`src/rtl/btn_debounce_pkg.sv`:
```
// Shared types and default timing constants for the push-button debouncer.
package btn_debounce_pkg;

  typedef enum logic [1:0] {
    REL        = 2'd0,
    WAIT_PRESS = 2'd1,
    PRS        = 2'd2,
    WAIT_REL   = 2'd3
  } deb_state_e;

  localparam int DEBOUNCE_CYCLES_DEF = 500000;
  localparam int LONG_CYCLES_DEF     = 50000000;

endpackage

```
`src/rtl/btn_debounce_chan.sv`:
```
// One debounce channel: 2-FF synchroniser, stability FSM and optional hold counter.
// Long-press detection is built only when BTN_DEBOUNCE_LONGPRESS_EN is defined.
//
// state      | meaning
// REL        | output stable released (1)
// WAIT_PRESS | input low, counting stability before press
// PRS        | output stable pressed (0)
// WAIT_REL   | input high, counting stability before release
module btn_debounce_chan
  import btn_debounce_pkg::*;
#(
  parameter int DEBOUNCE_CYCLES = DEBOUNCE_CYCLES_DEF,
  parameter int LONG_CYCLES     = LONG_CYCLES_DEF
) (
  input  logic clk,
  input  logic reset_n,
  input  logic btn_raw,
  output logic btn_out,
  output logic btn_fall,
  output logic btn_rise,
  output logic long_press
);

  localparam int CNT_W = $clog2(DEBOUNCE_CYCLES);
  localparam logic [CNT_W-1:0] CNT_MAX = CNT_W'(DEBOUNCE_CYCLES - 1);

  if (DEBOUNCE_CYCLES < 2 || LONG_CYCLES < 2) begin : g_param_check
    $error("btn_debounce_chan: DEBOUNCE_CYCLES and LONG_CYCLES must be >= 2");
  end

  deb_state_e       state_q, state_d;
  logic [CNT_W-1:0] cnt_q, cnt_d;
  logic             s1_q, s1_d, s2_q, s2_d;
  logic             btn_out_q, btn_out_d;
  logic             fall_q, fall_d, rise_q, rise_d;

  always_ff @(posedge clk or negedge reset_n) begin
    if (!reset_n) begin
      s1_q      <= 1'b1;
      s2_q      <= 1'b1;
      state_q   <= REL;
      cnt_q     <= '0;
      btn_out_q <= 1'b1;
      fall_q    <= 1'b0;
      rise_q    <= 1'b0;
    end else begin
      s1_q      <= s1_d;
      s2_q      <= s2_d;
      state_q   <= state_d;
      cnt_q     <= cnt_d;
      btn_out_q <= btn_out_d;
      fall_q    <= fall_d;
      rise_q    <= rise_d;
    end
  end

  always_comb begin
    s1_d      = btn_raw;
    s2_d      = s1_q;
    state_d   = state_q;
    cnt_d     = cnt_q;
    btn_out_d = btn_out_q;
    fall_d    = 1'b0;
    rise_d    = 1'b0;
    case (state_q)
      REL: begin
        if (!s2_q) begin
          state_d = WAIT_PRESS;
          cnt_d   = '0;
        end
      end
      // A reversal takes priority over the terminal count.
      WAIT_PRESS: begin
        if (s2_q) begin
          state_d = REL;
          cnt_d   = '0;
        end else if (cnt_q == CNT_MAX) begin
          state_d   = PRS;
          cnt_d     = '0;
          btn_out_d = 1'b0;
          fall_d    = 1'b1;
        end else begin
          cnt_d = cnt_q + 1'b1;
        end
      end
      PRS: begin
        if (s2_q) begin
          state_d = WAIT_REL;
          cnt_d   = '0;
        end
      end
      WAIT_REL: begin
        if (!s2_q) begin
          state_d = PRS;
          cnt_d   = '0;
        end else if (cnt_q == CNT_MAX) begin
          state_d   = REL;
          cnt_d     = '0;
          btn_out_d = 1'b1;
          rise_d    = 1'b1;
        end else begin
          cnt_d = cnt_q + 1'b1;
        end
      end
      default: state_d = REL;
    endcase
  end

  assign btn_out  = btn_out_q;
  assign btn_fall = fall_q;
  assign btn_rise = rise_q;

`ifdef BTN_DEBOUNCE_LONGPRESS_EN
  localparam int HOLD_W = $clog2(LONG_CYCLES);
  localparam logic [HOLD_W-1:0] HOLD_MAX = HOLD_W'(LONG_CYCLES - 1);

  logic [HOLD_W-1:0] hold_q, hold_d;
  logic              long_q, long_d;

  always_ff @(posedge clk or negedge reset_n) begin
    if (!reset_n) begin
      hold_q <= '0;
      long_q <= 1'b0;
    end else begin
      hold_q <= hold_d;
      long_q <= long_d;
    end
  end

  // Gating with btn_out_d drops long_press on the same edge as the release.
  always_comb begin
    hold_d = hold_q;
    if (btn_out_q) begin
      hold_d = '0;
    end else if (hold_q != HOLD_MAX) begin
      hold_d = hold_q + 1'b1;
    end
    long_d = !btn_out_d && (hold_q == HOLD_MAX);
  end

  assign long_press = long_q;
`else
  assign long_press = 1'b0;
`endif

endmodule

```
`src/rtl/btn_debounce.sv`:
```
// Multi-channel push-button debouncer; one btn_debounce_chan per channel.
// Optional long-press flag enabled by BTN_DEBOUNCE_LONGPRESS_EN.
module btn_debounce
  import btn_debounce_pkg::*;
#(
  parameter int WIDTH           = 1,
  parameter int DEBOUNCE_CYCLES = DEBOUNCE_CYCLES_DEF,
  parameter int LONG_CYCLES     = LONG_CYCLES_DEF
) (
  input  logic             clk,
  input  logic             reset_n,
  input  logic [WIDTH-1:0] btn_raw,
  output logic [WIDTH-1:0] btn_out,
  output logic [WIDTH-1:0] btn_fall,
  output logic [WIDTH-1:0] btn_rise,
  output logic [WIDTH-1:0] long_press
);

  for (genvar i = 0; i < WIDTH; i++) begin : g_chan
    btn_debounce_chan #(
      .DEBOUNCE_CYCLES(DEBOUNCE_CYCLES),
      .LONG_CYCLES    (LONG_CYCLES)
    ) u_chan (
      .clk       (clk),
      .reset_n   (reset_n),
      .btn_raw   (btn_raw[i]),
      .btn_out   (btn_out[i]),
      .btn_fall  (btn_fall[i]),
      .btn_rise  (btn_rise[i]),
      .long_press(long_press[i])
    );
  end

endmodule

```
`config.mk`:
```
export PLATFORM = sky130hd
export DESIGN_NAME = btn_debounce
export DESIGN_NICKNAME = d
export VERILOG_FILES = /design/src/rtl/btn_debounce_pkg.sv /design/src/rtl/btn_debounce_chan.sv /design/src/rtl/btn_debounce.sv
export SDC_FILE = /design/constraint.sdc
export NUM_CORES = 1
export LEC_CHECK = 0
export BUFFER_PORTS_ARGS = -buffer_cell sky130_fd_sc_hd__clkbuf_2
export CAP_MARGIN = 20
export CORE_ASPECT_RATIO = 0.9
export CORE_MARGIN = 1.5
export CORE_UTILIZATION = 25
export CTS_CLUSTER_SIZE = 25
export DETAILED_ROUTE_END_ITERATION = 8
export PLACE_DENSITY = 0.42
export SLEW_MARGIN = 20
export SYNTH_ARGS = -nofsm -noshare
export SYNTH_HDL_FRONTEND = slang
export SYNTH_SLANG_ARGS = --single-unit
```
`constraint.sdc`:
```
create_clock -name clk -period 2 [get_ports clk]
set_input_delay 0.3 -clock clk [delete_from_list [all_inputs] [get_ports clk]]
set_output_delay 0.3 -clock clk [all_outputs]
set_load 0.005 [all_outputs]
```
==> flow_summary.ini, run 1 <==
[worst_setup_path]
crit_buf_inv = 0
reg2reg_from = g_chan[0].u_chan.cnt_q[1]$_DFFE_PN0P_
slowest_stage = or4_4
cpPeakStageDelay_ns = 0.59
cp_max_fo = 5
start_kind = register
startpoint = g_chan[0].u_chan.cnt_q[1]$_DFFE_PN0P_
crit_required_ns = 2.21
crit_arrival_ns = 2.06
cp_top_family = simple AND/OR/NAND/NOR gates
cp-end-kind = register
worst_r2r_path_depth = 5
criticalPathCategory = reg2reg
crit_path_cell_trace = ha_2 -> nand4_2 -> or4_4 -> o41a_1 -> o21ai_1
r2r_end = g_chan[0].u_chan.cnt_q[18]$_DFFE_PN0P_
r2r_setup_slack_ns = 0.15

[route]
routedWlPerCell_um = 15.3
wl_um = 3770
firstDrtPassIters = 4
viasPerCell = 5.43
vias = 1337
drc = 0
ant_nets = 0
drt_iter0_markers = 102

[place]
routabilityCongestion = 0.763
dpl.hpwl_um = 2680
io_buffers = 5

[yosys]
ys_seq_elements = 26
synthFlopType = dfrtp_1
synth_cell_types = 50
syn-num-nets = 171
yosys_warnings = 0
synthCells = 167
synth_top_cell_by_area = dfrtp_1
ys_seq_area_frac = 0.427
synth_edf_count = 0
syn_area_per_cell_um2 = 9.17
synth_top_area_frac = 0.376
syn-cell-area_um2 = 1530
synthArstFlopShare = 1.00
synth_area_leaders = dfrtp_1, nand3_1, dfstp_2

[pwr]
p_sw_frac = 0.233
power.switching_w = 0.000223
p_int_w = 0.000732
clockPowerShare = 0.367
combinationalPowerShare = 0.066
p_leak_nw = 0.694
max-vdd-ir-drop_uv = 256
p_seq_frac = 0.567
powerDensity_nw_per_um2 = 553

[cells_and_area]
nNetsFinal = 181
fill_cells = 605
drive_above_1_share = 0.188
final_common_cell = dfrtp_1
utilization = 0.299
areaGrowthSynthToFinish_pct = 12.9
multi_input_comb_area_um2 = 795
regArea_um2 = 654
final_cell_mix = dfrtp_1, nand2_1, nand3_1, buf_4, o21ai_0
n_antenna_cell = 0

[clock_tree]
h-tree-depth = 1
clkTransAtPathRegs_ns = 0.09
cts_tree = built
cts.sinks = 26
cts_buffer_depth = 2
cts-root-buf = clkbuf_8
cts_buffers = 3
cts_hold_buf = 0
clkLatencyLatePin_ns = 0.28

[timing]
rsz0062_at_grt = false
skew_ns = 0.00551
fin_crit_ns = 1.85
tns_ns = 0
final.period_utilization = 0.927
slew_violations = 0
relSlewSlack = 0.551
setup_viol = 0
max_freq_ghz = 0.539
max_slew.worst_pin.slew_ns = 0.673
finalHoldViolations = 0

[run]
drv_cap = 0

[global_route]
grt_max_degree = 27
grt_pass1_wl_um = 6370
track_usage = 0.121
grt_antenna_before_repair = 0
overflow = 0
grt_pass1_vias = 1248

[floorplan]
initial_core_util = 0.264
die_height_um = 77.3
core_area_um2 = 5790
dieArea_um2 = 6600
ioPinCount = 7
die_w_um = 85.5
rows = 26

[run_status]
status = finished clean

[hold_path]
hold_class = in2async
worst reg2reg max path: cells and delay by family (launching register included):
kind,cells,cell delay [ns]
flops,1,0.38
compound gates,2,0.41
simple gates,2,0.76
fa+ha+maj,1,0.23
sequential cells by signal (all words and copies together) (netlist names), named ones only:
signal and flops:
g_chan.u_chan.s2_q 1, g_chan.u_chan.btn_out 1, g_chan.u_chan.btn_fall 1, g_chan.u_chan.btn_rise 1, g_chan.u_chan.state_q 1, g_chan.u_chan.s1_q 1, g_chan.u_chan.cnt_q 19
power groups by stage:
stage          combinational [W]  sequential, W  clock [W]
4_1_cts                0.0000609       0.000542   0.000367
3_3_place_gp           0.0000607       0.000552          0
3_5_place_dp           0.0000608       0.000552          0
6_report               0.0000631       0.000542   0.000350
2_1_floorplan          0.0000329       0.000547          0
5_1_grt                0.0000717       0.000543   0.000392
layer usage:
layer,vias to the layer above,part of all wire,global-route usage,wire [um]
met3,7,0.037,0.0258,140
li1,646,-,-,-
met2,25,0.43,0.177,1640
met1,659,0.52,0.181,1950
met5,-,0,0,0
met4,0,0.0096,0.0242,36
repair_timing:
| action | in CTS | in global routing |
|---|---|---|
| resized for setup | 0 | 1 |
| endpoints found under the setup margin | 0 | 2 |
| setup buffers | 0 | 1 |
worst max-delay path by stage:
| stage | end | slack (ns) | depth (start not counted) |
|---|---|---|---|
| after global routing | g_chan[0].u_chan.cnt_q[18]$_DFFE_PN0P_ | 0.02 | 5 |
| after detailed placement | g_chan[0].u_chan.cnt_q[18]$_DFFE_PN0P_ | 0.11 | 5 |
| after CTS | g_chan[0].u_chan.cnt_q[18]$_DFFE_PN0P_ | 0.1 | 5 |
| after global placement | g_chan[0].u_chan.cnt_q[18]$_DFFE_PN0P_ | 0.17 | 5 |
| final | g_chan[0].u_chan.cnt_q[18]$_DFFE_PN0P_ | 0.15 | 5 |
| after floorplan | g_chan[0].u_chan.cnt_q[18]$_DFFE_PN0P_ | 0.26 | 5 |
cells by family after synthesis:
logic type | count (synthesis) | synth area share
AND/OR/NAND/NOR | 82 | 0.307
AO/OA/AOI/OAI | 32 | 0.151
flip-flops | 26 | 0.427
buffers and inverters | 18 | 0.0555
multiplexers | 4 | 0.0261
XOR/XNOR | 3 | 0.0221
adder cells (fa/ha/maj) | 1 | 0.00817
other | 1 | 0.00245
cell type report:
class,instances,share of cell area
inverter,6,0.0130
timing repair buffer,17,0.0666
clock buffer,4,0.0318
sequential,26,0.378
multi-input combinational,123,0.459
tap,70,0.0507
cells in the mapped netlist (2+ instances only):
cell type  number
dfrtp_1        23
nand2_1        21
nand3_1        19
o21ai_0         8
inv_1           6
nand4_1         6
nor2_1          5
clkbuf_1        4
mux2i_1         4
nor3_1          4
nor4_1          4
o2111ai_1       4
or3_1           4
or4_1           4
a21o_1          3
buf_2           3
buf_4           3
dfstp_2         3
o211ai_1        3
and4_1          2
clkbuf_2        2
nand4_2         2
o311ai_0        2
or4_4           2
metrics by stage:
stage / setup slack, ns / hold WS, ns / std cells / area (um^2) / power (W)
floorplan: 0.261 / 0.00441 / 167 / 1530 / 0.000580
global placement: 0.167 / 0.349 / 241 / 1660 / 0.000613
detailed placement: 0.107 / 0.350 / 241 / 1660 / 0.000613
CTS: 0.0963 / 0.0668 / 245 / 1720 / 0.000970
global route: 0.0169 / 0.0838 / 246 / 1730 / 0.00101
finish: 0.145 / 0.0402 / 246 / 1730 / 0.000955
(Power assumes the default switching activity.)
==> run 2: changes to the inputs <==
--- a/config.mk
+++ b/config.mk
@@ -10,9 +10,9 @@
 export CORE_ASPECT_RATIO = 0.9
 export CORE_MARGIN = 1.5
 export CORE_UTILIZATION = 25
-export CTS_CLUSTER_SIZE = 25
+export CTS_CLUSTER_SIZE = 14
 export DETAILED_ROUTE_END_ITERATION = 8
-export PLACE_DENSITY = 0.42
+export PLACE_DENSITY = 0.44
 export SLEW_MARGIN = 20
 export SYNTH_ARGS = -nofsm -noshare
 export SYNTH_HDL_FRONTEND = slang
==> constraint.sdc (replaced) <==
create_clock -name clk -period 1.5 [get_ports clk]
set_input_delay 0.225 -clock clk [delete_from_list [all_inputs] [get_ports clk]]
set_output_delay 0.225 -clock clk [all_outputs]
set_load 0.005 [all_outputs]
==> flow_summary.ini, run 2 (synthesis results as in run 1) <==
[route]
viasPerCell = 5.31
routedWlPerCell_um = 16.6
firstDrtPassIters = 4
ant_nets = 0
wl_um = 4830
drc = 0
drt_iter0_markers = 79
vias = 1545

[global_route]
grt_max_degree = 16
grt_pass1_vias = 1544
track_usage = 0.154
overflow = 0
grt_pass1_wl_um = 7960
grt_antenna_before_repair = 0

[cells_and_area]
nNetsFinal = 226
n_antenna_cell = 0
regMostFlops = g_chan.u_chan.cnt_q
final_cell_mix = buf_4, nand2_1, nand3_1, dfrtp_1
final_common_cell = buf_4
largest_reg_flops = 19
fin_cells = 291
drive_above_1_share = 0.534
areaGrowthSynthToFinish_pct = 54.7

[run_status]
violations = setup timing
status = complete, but fails checks

[run]
drv_cap = 0

[floorplan]
die_height_um = 77.3
dieArea_um2 = 6600
initial_core_util = 0.264
core_area_um2 = 5790
rows = 26
die_w_um = 85.5
ioPinCount = 7

[place]
routabilityCongestion = 0.840
place_worst_setup_slack_ns = -0.239
io_buffers = 5
dp_cells = 272
dpl.hpwl_um = 3300

[clock_tree]
h-tree-depth = 1
cts.sinks = 26
clkLatencyLatePin_ns = 0.28
clkTransAtPathRegs_ns = 0.10
cts_buffers = 3
cts_buffer_depth = 2
cts-root-buf = clkbuf_8
cts_tree = built

[timing]
fin_ws_ns = -0.143
max_freq_ghz = 0.608
finalHoldViolations = 0
worst_hold_slack_ns = 0.0168
skew_ns = 0.00130
final.period_utilization = 1.10
setup_viol = 22
slew_violations = 0
rsz0062_at_grt = true
fin_crit_ns = 1.64

[worst_setup_path]
r2r_setup_slack_ns = -0.14
crit_buf_inv = 0
crit_required_ns = 1.67
cp_num_cells = 4
slowest_stage = or4_4
crit_path_cell_trace = or4_4 -> nor3_4 -> nand3_2 -> mux2i_1
crit_arrival_ns = 1.82
cpPeakStageDelay_ns = 0.54
cp_max_fo = 5
start_kind = register
cp-end-kind = register
startpoint = g_chan[0].u_chan.cnt_q[10]$_DFFE_PN0P_
criticalPathCategory = reg2reg
reg2reg_from = g_chan[0].u_chan.cnt_q[10]$_DFFE_PN0P_
cp_top_family = simple AND/OR/NAND/NOR gates
worst_r2r_path_depth = 4

[pwr]
p_seq_frac = 0.533
p_int_w = 0.00102
combinationalPowerShare = 0.116
power.switching_w = 0.000340
powerDensity_nw_per_um2 = 575
max-vdd-ir-drop_uv = 299
p_leak_nw = 1.00
clockPowerShare = 0.351
p_sw_frac = 0.249

[hold_path]
holdPathStages = 1
hold_class = in2reg
## run 2: cell types whose count changed in the layout (fill, tap and decap cells not counted), sizes merged
cell / previous run / this run
buf: 12 / 56
dlygate4sd3: 0 / 1
## run 2: how the worst min path moves through the flow
| stage | slack (ns) | to | startpoint |
|---|---|---|---|
| 4_1_cts | 0.008 | g_chan[0].u_chan.s1_q$_DFF_PN1_ | btn_raw |
| 3_5_place_dp | 0.18 | g_chan[0].u_chan.cnt_q[4]$_DFFE_PN0P_ | reset_n |
| 2_1_floorplan | -0.07 | asynchronous set/reset pin | reset_n |
| 3_3_place_gp | 0.17 | g_chan[0].u_chan.cnt_q[4]$_DFFE_PN0P_ | reset_n |
| 6_report | 0.02 | g_chan[0].u_chan.s1_q$_DFF_PN1_ | btn_raw |
| 5_1_grt | 0.008 | g_chan[0].u_chan.s1_q$_DFF_PN1_ | btn_raw |
## run 2: power groups by stage
stage	clock, W	sequential, W	combinational [W]
after floorplan	0	0.000731	0.0000547
after global placement	0	0.000736	0.000107
after detailed placement	0	0.000738	0.000109
after CTS	0.000499	0.000727	0.000146
after global routing	0.000513	0.000728	0.000172
final	0.000478	0.000726	0.000158
## run 2: layout make-up
cell class / count / area (um^2)
fill: 548 / 3420
multi-input combinational: 123 / 1050
sequential: 26 / 667
timing repair buffer: 62 / 490
tap: 70 / 87.6
clock buffer: 4 / 55.1
inverter: 6 / 22.5
## run 2: layer usage
metal / track usage / vias to the layer above / wire length (um)
met3: 0.0409 / 7 / 220
met2: 0.239 / 39 / 2280
met1: 0.214 / 764 / 2270
li1: - / 735 / -
met4: 0.0387 / 0 / 51
met5: 0 / - / 0
## run 2: repair_timing
item                                   4_1_cts  5_1_grt
gates resized for setup                     42       15
gates cloned                                 1        0
pin swaps                                   24        7
endpoints found under the hold margin       13        0
buffers inserted                            10        3
setup endpoints to repair                   23       24
hold buffers                                 1        0
## run 2: through the flow
step	total power (W)	setup TNS, ns	cell area [um^2]	util
after floorplan	0.000786	-0.551	1630	-
after global placement	0.000843	-2.63	1970	0.340
after detailed placement	0.000847	-2.72	1970	0.340
after CTS	0.00137	-1.80	2280	0.394
after global routing	0.00141	-3.71	2370	0.409
final	0.00136	-1.77	2370	0.409
## run 2: worst register-to-register path, stage by stage, from the launching register on
cell and delay [ns]:
dfrtp_2 0.46, or4_4 0.54, nor3_4 0.25, nand3_2 0.14
mux2i_1 0.14
==> run 3: changes to the inputs <==
--- a/config.mk
+++ b/config.mk
@@ -5,8 +5,9 @@
 export SDC_FILE = /design/constraint.sdc
 export NUM_CORES = 1
 export LEC_CHECK = 0
+export ABC_AREA = 1
 export BUFFER_PORTS_ARGS = -buffer_cell sky130_fd_sc_hd__clkbuf_2
-export CAP_MARGIN = 20
+export CAP_MARGIN = 25
 export CORE_ASPECT_RATIO = 0.9
 export CORE_MARGIN = 1.5
 export CORE_UTILIZATION = 25
==> flow_summary.ini, run 3 <==
[yosys]
synthFlopType = dfrtp_1
synth_area_leaders = dfrtp_1, nand2_1, nor2_1
syn_area_per_cell_um2 = 7.54
synthArstFlopShare = 1.00
synth_edf_count = 0
synth_common_cells = nand2_1, nor2_1, dfrtp_1, inv_1
syn-cell-area_um2 = 1520
synthCells = 201
ys_seq_area_frac = 0.432
synth_top_cell_by_area = dfrtp_1
syn-num-nets = 205
yosysMostFrequentCell = nand2_1
ys_seq_elements = 26
synth_top_area_frac = 0.380
yosys_warnings = 0
synth_cell_types = 29

[run]
drv_cap = 0

[global_route]
track_usage = 0.125
met3_usage = 0.0344
grt_pass1_vias = 1295
use_met1 = 0.171
grt_max_degree = 15
overflow = 0
grt_antenna_before_repair = 0
use_met2 = 0.194
grt_pass1_wl_um = 6420
top_usage_layer = met2

[clock_tree]
cts_buffer_depth = 2
cts_tree = built
clkTransAtPathRegs_ns = 0.10
cts_buffers = 3
clkLatencyLatePin_ns = 0.28
h-tree-depth = 1
cts.sinks = 26
cts-root-buf = clkbuf_8

[cells_and_area]
fin_cells = 306
largest_reg_flops = 19
regMostFlops = g_chan.u_chan.cnt_q
n_antenna_cell = 0
design_area_um2 = 2010
drive_above_1_share = 0.309
final_common_cell = nand2_1
final_cell_mix = nand2_1, dfrtp_1, buf_4, nor2_1, inv_1
nNetsFinal = 241
areaGrowthSynthToFinish_pct = 32.5

[floorplan]
die_w_um = 85.1
initial_core_util = 0.263
dieArea_um2 = 6540
core_area_um2 = 5760
rows = 26
die_height_um = 76.9
ioPinCount = 7

[worst_setup_path]
startpoint = g_chan[0].u_chan.cnt_q[0]$_DFFE_PN0P_
reg2reg_from = g_chan[0].u_chan.cnt_q[0]$_DFFE_PN0P_
cpPeakStageDelay_ns = 0.37
crit_arrival_ns = 1.65
cp-end-kind = register
slowest_stage = dfrtp_1
criticalPathCategory = reg2reg
cp_max_fo = 7
crit_required_ns = 1.68
cp_top_family = simple AND/OR/NAND/NOR gates
path_common_cell = nand2_2
crit_buf_inv = 2
crit_path_cell_trace = ha_2 -> nand2_2 -> nor2_4 -> inv_2 -> nor2_4 -> nand2_2 -> nand2_2 -> buf_12 -> nor2_2 -> nand2_1 -> nand2_1
start_kind = register

[timing]
slew_violations = 0
rsz0062_at_grt = true
final.period_utilization = 0.982
max_freq_ghz = 0.679
skew_ns = 0.00410
tns_ns = 0
setup_viol = 0
finalHoldViolations = 0
fin_ws_ns = 0.0275
fin_crit_ns = 1.47

[place]
io_buffers = 5
dpl.hpwl_um = 2910
dp_cells = 297
routabilityCongestion = 0.782
detailed_place.area_um2 = 1830
place_worst_setup_slack_ns = -0.0319

[route]
ant_nets = 0
routedWlPerCell_um = 12.4
vias = 1361
drt_iter0_markers = 65
firstDrtPassIters = 8
drc = 1
viasPerCell = 4.45
wl_um = 3800

[pwr]
powerDensity_nw_per_um2 = 853
p_leak_nw = 0.871
max-vdd-ir-drop_uv = 321

[run_status]
violations = DRC
status = complete, but fails checks

[hold_path]
hold_class = reg2reg
hold_start = g_chan[0].u_chan.s1_q$_DFF_PN1_
run 3: worst reg2reg max path: cells and delay by family (launching register included):
family	cells	cell delay (ns)
fa+ha+maj	1	0.19
flops	1	0.37
simple gates	8	0.62
buf+inv	2	0.19
run 3: cell type report:
| type | instances | area [um^2] |
|---|---|---|
| clock buffers | 4 | 55.1 |
| fillers | 592 | 3750 |
| inverters | 22 | 82.6 |
| multi-input cells | 149 | 830 |
| flip-flops and latches | 26 | 654 |
| well taps | 70 | 87.6 |
| repair buffers | 35 | 300 |
run 3: path summary, 6_finish.rpt:
kind / end / cells past startpoint / slack (ns)
min in group asynchronous: g_chan[0].u_chan.cnt_q[15]$_DFFE_PN0P_ / 2 / 0.38
max in group asynchronous: g_chan[0].u_chan.btn_out$_DFFE_PN1P_ / 3 / 0.63
setup / recovery: g_chan[0].u_chan.cnt_q[14]$_DFFE_PN0P_ / 11 / 0.03
hold / removal: g_chan[0].u_chan.s2_q$_DFF_PN1_ / 0 / 0.37
setup reg to reg: g_chan[0].u_chan.cnt_q[14]$_DFFE_PN0P_ / 11 / 0.03
hold reg to reg: g_chan[0].u_chan.s2_q$_DFF_PN1_ / 0 / 0.37
run 3: layer usage:
metal	vias up	wire [um]
li1	710	-
met5	-	0
met2	20	1710
met3	4	104
met1	627	1960
met4	0	29
run 3: through the flow:
step,hold WS (ns),util,total power [W]
after floorplan,-0.0706,-,0.000993
after global placement,0.165,0.317,0.00121
after detailed placement,0.174,0.317,0.00122
after CTS,0.00942,0.329,0.00171
after global routing,0.376,0.349,0.00182
final,0.371,0.349,0.00171
run 3: timing repair:
action	4_1_cts	5_1_grt
hold buffers	1	1
resized for setup	1	23
pin swaps	2	3
buffers inserted	0	3
endpoints found under the hold margin	11	1
setup endpoints to repair	2	19
run 3: cells by family (layout without fill, tap and decap cells):
group | Yosys count | count (layout) | synth area share
adder cells (fa/ha/maj) | 1 | 1 | 0.00825
other | 1 | 1 | 0.00247
flip-flops | 26 | 26 | 0.432
buffers and inverters | 26 | 61 | 0.0734
XOR/XNOR | 7 | 7 | 0.0404
AO/OA/AOI/OAI | 27 | 27 | 0.103
AND/OR/NAND/NOR | 113 | 113 | 0.341
run 3: where the power goes:
group / leakage [nW] / switching, W / total [W] / internal (W)
registers: 0.349 / 0.0000459 / 0.000789 / 0.000744
clock network: 0.0288 / 0.000250 / 0.000486 / 0.000236
logic: 0.493 / 0.000248 / 0.000439 / 0.000192
